===== src/rtl/sfifo_pkg.sv =====
// sfifo_pkg: shared definitions for the parametrised synchronous FIFO.
//   ptr_width() - address width for a given entry count ($clog2 wrapper).
//   fifo_mode_e - read mode selected by the FWFT parameter of sfifo_param.
package sfifo_pkg;

    typedef enum logic {
        FIFO_STD  = 1'b0,   // registered read, one-cycle latency
        FIFO_FWFT = 1'b1    // head word presented combinationally on dout
    } fifo_mode_e;

    // Address width for a power-of-two depth. Pointers of this width wrap
    // naturally from depth-1 back to 0.
    function automatic int ptr_width(input int depth);
        return (depth > 1) ? $clog2(depth) : 1;
    endfunction

    function automatic fifo_mode_e mode_of(input int fwft);
        return (fwft != 0) ? FIFO_FWFT : FIFO_STD;
    endfunction

endpackage


===== src/rtl/sfifo_ram.sv =====
// sfifo_ram: WIDTH x DEPTH storage array for sfifo_param.
//   clk           - write clock (rising edge)
//   we/waddr/wdata - synchronous write port
//   raddr/rdata   - asynchronous (combinational) read port
// Contents are deliberately not reset.
module sfifo_ram #(
    parameter int WIDTH = 8,
    parameter int DEPTH = 16,
    parameter int AW    = 4
) (
    input  logic             clk,
    input  logic             we,
    input  logic [AW-1:0]    waddr,
    input  logic [WIDTH-1:0] wdata,
    input  logic [AW-1:0]    raddr,
    output logic [WIDTH-1:0] rdata
);

    logic [WIDTH-1:0] mem [DEPTH];

    always_ff @(posedge clk) begin
        if (we) begin
            mem[waddr] <= wdata;
        end
    end

    assign rdata = mem[raddr];

endmodule


===== src/rtl/sfifo_param.sv =====
// sfifo_param: parametrised single-clock FIFO with occupancy count,
// almost-full/almost-empty flags, sticky error flags, synchronous flush
// and selectable standard / first-word-fall-through read mode.
//   clk, rst_n     - clock (rising edge), asynchronous active-low reset
//   flush          - synchronous clear of contents and error flags
//   we, din        - write request and data
//   re             - read request (FWFT: pop of the word shown on dout)
//   dout, rd_valid - read data and its qualifier
//   full, empty, almost_full, almost_empty, count - occupancy status
//   overflow, underflow - sticky error flags, cleared by flush/reset
//
// Handshake: a write is accepted when we is high and the FIFO is not full,
// or is full but a read is accepted in the same cycle (the read frees the
// slot). A read is accepted when re is high and the FIFO is not empty;
// there is no same-cycle bypass from din to dout. Requests that are not
// accepted are dropped and recorded in the sticky error flags.
module sfifo_param
    import sfifo_pkg::*;
#(
    parameter int WIDTH    = 8,
    parameter int DEPTH    = 16,
    parameter int AF_LEVEL = DEPTH - 2,
    parameter int AE_LEVEL = 2,
    parameter int FWFT     = 0
) (
    input  logic                   clk,
    input  logic                   rst_n,
    input  logic                   flush,
    input  logic                   we,
    input  logic [WIDTH-1:0]       din,
    input  logic                   re,
    output logic [WIDTH-1:0]       dout,
    output logic                   rd_valid,
    output logic                   full,
    output logic                   empty,
    output logic                   almost_full,
    output logic                   almost_empty,
    output logic [$clog2(DEPTH):0] count,
    output logic                   overflow,
    output logic                   underflow
);

    localparam int         PW   = ptr_width(DEPTH);
    localparam int         CW   = PW + 1;
    localparam fifo_mode_e MODE = mode_of(FWFT);

    localparam logic [CW-1:0] FULL_CNT = CW'(DEPTH);
    localparam logic [CW-1:0] AF_CNT   = CW'(AF_LEVEL);
    localparam logic [CW-1:0] AE_CNT   = CW'(AE_LEVEL);

    logic [PW-1:0]    wptr;
    logic [PW-1:0]    rptr;
    logic [WIDTH-1:0] ram_rdata;
    logic             rd_acc;
    logic             wr_acc;

    // Status flags are pure decodes of the occupancy count.
    assign full         = (count == FULL_CNT);
    assign empty        = (count == '0);
    assign almost_full  = (count >= AF_CNT);
    assign almost_empty = (count <= AE_CNT);

    assign rd_acc = re & ~empty;
    assign wr_acc = we & (~full | rd_acc);

    sfifo_ram #(
        .WIDTH (WIDTH),
        .DEPTH (DEPTH),
        .AW    (PW)
    ) u_ram (
        .clk   (clk),
        .we    (wr_acc & ~flush),
        .waddr (wptr),
        .wdata (din),
        .raddr (rptr),
        .rdata (ram_rdata)
    );

    // Pointers, count and sticky errors. Flush outranks any request in the
    // same cycle, so its write is discarded.
    always_ff @(posedge clk or negedge rst_n) begin
        if (!rst_n) begin
            wptr      <= '0;
            rptr      <= '0;
            count     <= '0;
            overflow  <= 1'b0;
            underflow <= 1'b0;
        end else if (flush) begin
            wptr      <= '0;
            rptr      <= '0;
            count     <= '0;
            overflow  <= 1'b0;
            underflow <= 1'b0;
        end else begin
            if (wr_acc) begin
                wptr <= wptr + PW'(1);
            end
            if (rd_acc) begin
                rptr <= rptr + PW'(1);
            end
            unique case ({wr_acc, rd_acc})
                2'b10:   count <= count + CW'(1);
                2'b01:   count <= count - CW'(1);
                default: count <= count;
            endcase
            if (we && !wr_acc) begin
                overflow <= 1'b1;
            end
            if (re && empty) begin
                underflow <= 1'b1;
            end
        end
    end

    generate
        if (MODE == FIFO_STD) begin : g_std
            logic [WIDTH-1:0] dout_q;
            logic             rd_valid_q;

            // dout only changes on an accepted read; it holds otherwise,
            // including across a flush.
            always_ff @(posedge clk or negedge rst_n) begin
                if (!rst_n) begin
                    dout_q     <= '0;
                    rd_valid_q <= 1'b0;
                end else if (flush) begin
                    rd_valid_q <= 1'b0;
                end else begin
                    rd_valid_q <= rd_acc;
                    if (rd_acc) begin
                        dout_q <= ram_rdata;
                    end
                end
            end

            assign dout     = dout_q;
            assign rd_valid = rd_valid_q;
        end else begin : g_fwft
            // Head word is always presented; re acknowledges it.
            assign dout     = ram_rdata;
            assign rd_valid = ~empty;
        end
    endgenerate

endmodule

===== config.mk =====
export PLATFORM = sky130hd
export DESIGN_NAME = sfifo_param
export DESIGN_NICKNAME = d
export VERILOG_FILES = /design/src/rtl/sfifo_pkg.sv /design/src/rtl/sfifo_ram.sv /design/src/rtl/sfifo_param.sv
export SDC_FILE = /design/constraint.sdc
export NUM_CORES = 1
export LEC_CHECK = 0
export CELL_PAD_IN_SITES_DETAIL_PLACEMENT = 1
export CELL_PAD_IN_SITES_GLOBAL_PLACEMENT = 2
export CORE_UTILIZATION = 45
export DETAILED_ROUTE_END_ITERATION = 7
export GPL_TIMING_DRIVEN = 0
export PLACE_DENSITY_LB_ADDON = 0.1
export SYNTH_ARGS = -nofsm -noshare
export SYNTH_HDL_FRONTEND = slang
export SYNTH_SLANG_ARGS = --single-unit

===== constraint.sdc =====
create_clock -name clk -period 3.85 [get_ports clk]
set_clock_uncertainty 0.05 [all_clocks]
set_input_delay 0.5775 -clock clk [delete_from_list [all_inputs] [get_ports clk]]
set_output_delay 0.5775 -clock clk [all_outputs]
set_load 0.01 [all_outputs]

==> impl_metrics.py <==
metrics = {
    "floorplanning": {
        "die_area_um2": 14400,
        "rows": 42,
        "start_util": 0.467,
        "die_w_um": 120,
        "fp.coreArea_um2": 13400,
        "die_y_um": 120,
        "ioPinCount": 33,
    },
    "setup_path": {
        "crit_chain": "or4_1 -> buf_4 -> o21ai_2 -> or2_2 -> inv_1 -> ha_1 -> nand2b_1 -> a21oi_1 -> mux2_2 -> a31oi_1",
        "worst_setup_path_end_kind": "flip-flop",
        "cp_num_buf_inv": 2,
        "crit_type": "reg -> reg",
        "start_kind": "flip-flop",
        "critPathMaxFanout": 9,
        "crit_required_ns": 4.14,
        "slowest_stage": "or4_1",
        "arrival_ns": 3.37,
        "crit_family": "simple AND/OR/NAND/NOR gates",
        "cp_slowest_stage_delay_ns": 0.55,
    },
    "clock_network": {
        "cts-root-buf": "clkbuf_16",
        "cts_hold_buf": 0,
        "cts_resized": 0,
        "h-tree-depth": 4,
        "cts.clk_slew.worst_paths_ns": 0.06,
        "cts_tree": "built",
        "postCtsSetupBuffers": 0,
        "numCtsBuffers": 17,
        "cts_max_path_buffers": 2,
        "numClockSinks": 152,
        "insertion_delay_ns": 0.42,
    },
    "outcome": {
        "status": "finished clean",
    },
    "yosys": {
        "async_flop_share": 0.158,
        "synth_area_leaders": "edfxtp_1 (61%), mux4_2 (12%), dfrtp_1 (9.6%)",
        "synth_cell_types": 44,
        "yosysSeqAreaShare": 0.711,
        "yosys_warnings": 0,
        "synth_cells": 349,
        "synth_top_area_cell": "edfxtp_1",
        "synth_top_cell_area_share": 0.615,
        "synth.avg_cell_area_um2": 17.9,
        "synth_ff_type": "edfxtp_1",
        "syn-num-nets": 371,
        "synth_edf_count": 128,
        "synth-seq-cells": 152,
        "synth_area_um2": 6250,
    },
    "power": {
        "ir_worst_vdd_mv": 0.332,
        "intPower_uw": 3280,
        "p_clk_frac": 0.374,
        "power_density_nw_per_um2": 599,
        "pwr-share-seq": 0.443,
        "p_comb_frac": 0.183,
        "switching_power_uw": 1140,
        "p_leak_uw": 0.00248,
        "sw_frac_of_total": 0.259,
    },
    "grt": {
        "grt_pass1_wl_mm": 20.3,
        "grt_max_degree": 25,
        "overflow": 0,
        "grt_use_total": 0.201,
        "grt_pass1_vias": 3447,
        "antenna_found_initial": 0,
    },
    "sta": {
        "fmax_mhz": 325,
        "finalMaxSlewViolations": 0,
        "finalHoldViolCount": 0,
        "worst_pin_slew_ns": 1.20,
        "hold_ws_ns": 0.465,
        "setup_viol": 0,
        "slew_headroom": 0.196,
        "finalCriticalPeriod_ns": 3.08,
        "post-route-period-util": 0.800,
        "rsz0062_at_grt": "no",
        "finalSetupTns_ns": 0,
    },
    "finish": {
        "n_fill_cell": 1231,
        "drive_above_1_share": 0.231,
        "nNetsFinal": 421,
        "antennaDiodeCount": 0,
        "area_growth_pct": 18.0,
    },
    "drt": {
        "initialDrtViolationCount": 204,
        "wire_per_inst_um": 22.1,
        "via_count": 3226,
        "first_pass_iters": 4,
        "final_antenna_net_count": 0,
        "wl_mm": 13.0,
        "drc_errors": 0,
        "vias_per_cell": 5.50,
    },
    "place": {
        "portBuffers": 31,
        "gp_congestion": 0.716,
        "dp_hpwl_mm": 9.05,
    },
    "min_path": {
        "hold_path_class": "reg -> reg",
    },
    "flow_run": {
        "drv_cap": 0,
    },
}
[power by group through the flow]
stage	sequential [uW]	clock, uW	combinational [uW]
floorplan	2000	0	440
global placement	1990	0	789
detailed placement	2000	0	814
CTS	1970	1690	823
global route	1980	1740	883
finish	1960	1660	807
[kinds of logic (layout without fill, tap and decap cells)]
kind of cell / after synthesis / in the layout / synth area share
AO/OA/AOI/OAI: 42 / 42 / 0.0466
XOR/XNOR: 8 / 8 / 0.0112
adder cells (fa/ha/maj): 9 / 9 / 0.0192
buffers and inverters: 26 / 88 / 0.0192
flip-flops: 152 / 152 / 0.711
multiplexers: 49 / 49 / 0.147
AND/OR/NAND/NOR: 63 / 63 / 0.0464
[cell usage in the layout, fill, tap and decap left out, types with 2 or more instances in the layout]
cell,Yosys,final
edfxtp_1,128,128
nor2_1,37,37
mux4_2,32,32
clkdlybuf4s50_1,0,31
dfrtp_1,24,24
clkbuf_16,0,17
o22ai_1,16,16
a21oi_1,10,10
buf_2,9,9
inv_1,9,9
mux2_2,9,9
nand2_1,8,8
ha_1,8,8
clkbuf_1,5,6
mux2i_1,5,5
xor2_1,5,5
or2_2,3,3
nand2b_1,3,3
nand3_1,3,3
xnor2_1,3,3
mux2_4,3,3
a31oi_1,3,3
inv_6,0,3
clkinv_4,0,3
clkinvlp_4,0,3
bufinv_16,0,3
o211ai_1,2,2
o21ai_0,2,2
[state kept, by name (all words and copies together), names as in the netlist]
name,flops
dout,8
underflow,1
u_ram.mem,128
count,5
rptr,4
rd_valid,1
overflow,1
wptr,4
[synth_stat cells (2+ instances only)]
library cell,instances
mux2_4,3
xor2_1,5
or2_2,3
a31oi_1,3
a21oi_1,10
clkbuf_1,5
nand2_1,8
mux2i_1,5
buf_2,9
o22ai_1,16
o211ai_1,2
nand3_1,3
o21ai_0,2
dfrtp_1,24
nor2_1,37
edfxtp_1,128
inv_1,9
ha_1,8
mux2_2,9
nand2b_1,3
mux4_2,32
xnor2_1,3
[path summary, 6_finish.rpt]
check | from | endpoint | slack [ns] | cells after the start
worst max-delay path | count[1]$_DFFE_PN0P_ | count[4]$_DFFE_PN0P_ | 0.77 | 10
worst min-delay path | overflow$_DFFE_PN0P_ | overflow$_DFFE_PN0P_ | 0.46 | 2
worst max register to register | count[1]$_DFFE_PN0P_ | count[4]$_DFFE_PN0P_ | 0.77 | 10
worst min register to register | overflow$_DFFE_PN0P_ | overflow$_DFFE_PN0P_ | 0.46 | 2
max in group asynchronous | rst_n | dout[7]$_DFFE_PN0P_ | 2.28 | 1
min in group asynchronous | rst_n | count[3]$_DFFE_PN0P_ | 0.75 | 1
[area by class of cell]
class / count / area, um2 / area share
well taps: 176 / 220 / 0.0298
inverters: 9 / 33.8 / 0.00458
flip-flops and latches: 152 / 4440 / 0.602
clock buffers: 18 / 429 / 0.0581
clock inverters: 13 / 169 / 0.0229
repair buffers: 31 / 310 / 0.0420
plain buffers: 17 / 86.3 / 0.0117
multi-input cells: 171 / 1690 / 0.229
[routing by layer]
metal	track usage	share of wire	vias up	routed length [um]
met5	0	0	-	0
met4	0.0703	0.015	0	189
met3	0.0399	0.030	19	387
met2	0.310	0.47	50	6120
met1	0.285	0.48	1681	6270
li1	-	-	1476	-
[through the flow]
step / setup slack (ns) / cells / util / power, uW / instance area (um2)
2_1_floorplan: 1.12 / 349 / - / 2440 / 6250
3_3_place_gp: 0.579 / 556 / 0.506 / 2780 / 6780
3_5_place_dp: 0.543 / 556 / 0.506 / 2810 / 6780
4_1_cts: 0.737 / 587 / 0.551 / 4480 / 7380
5_1_grt: 0.595 / 587 / 0.551 / 4600 / 7380
6_report: 0.771 / 587 / 0.551 / 4420 / 7380
[tightest hold or removal path: cells and delay by family, from the launching register on]
family	cells	cell delay, ns
simple gates	1	0.08
compound gates	1	0.04
flops	1	0.35
Power figures use the tool's default switching activity.
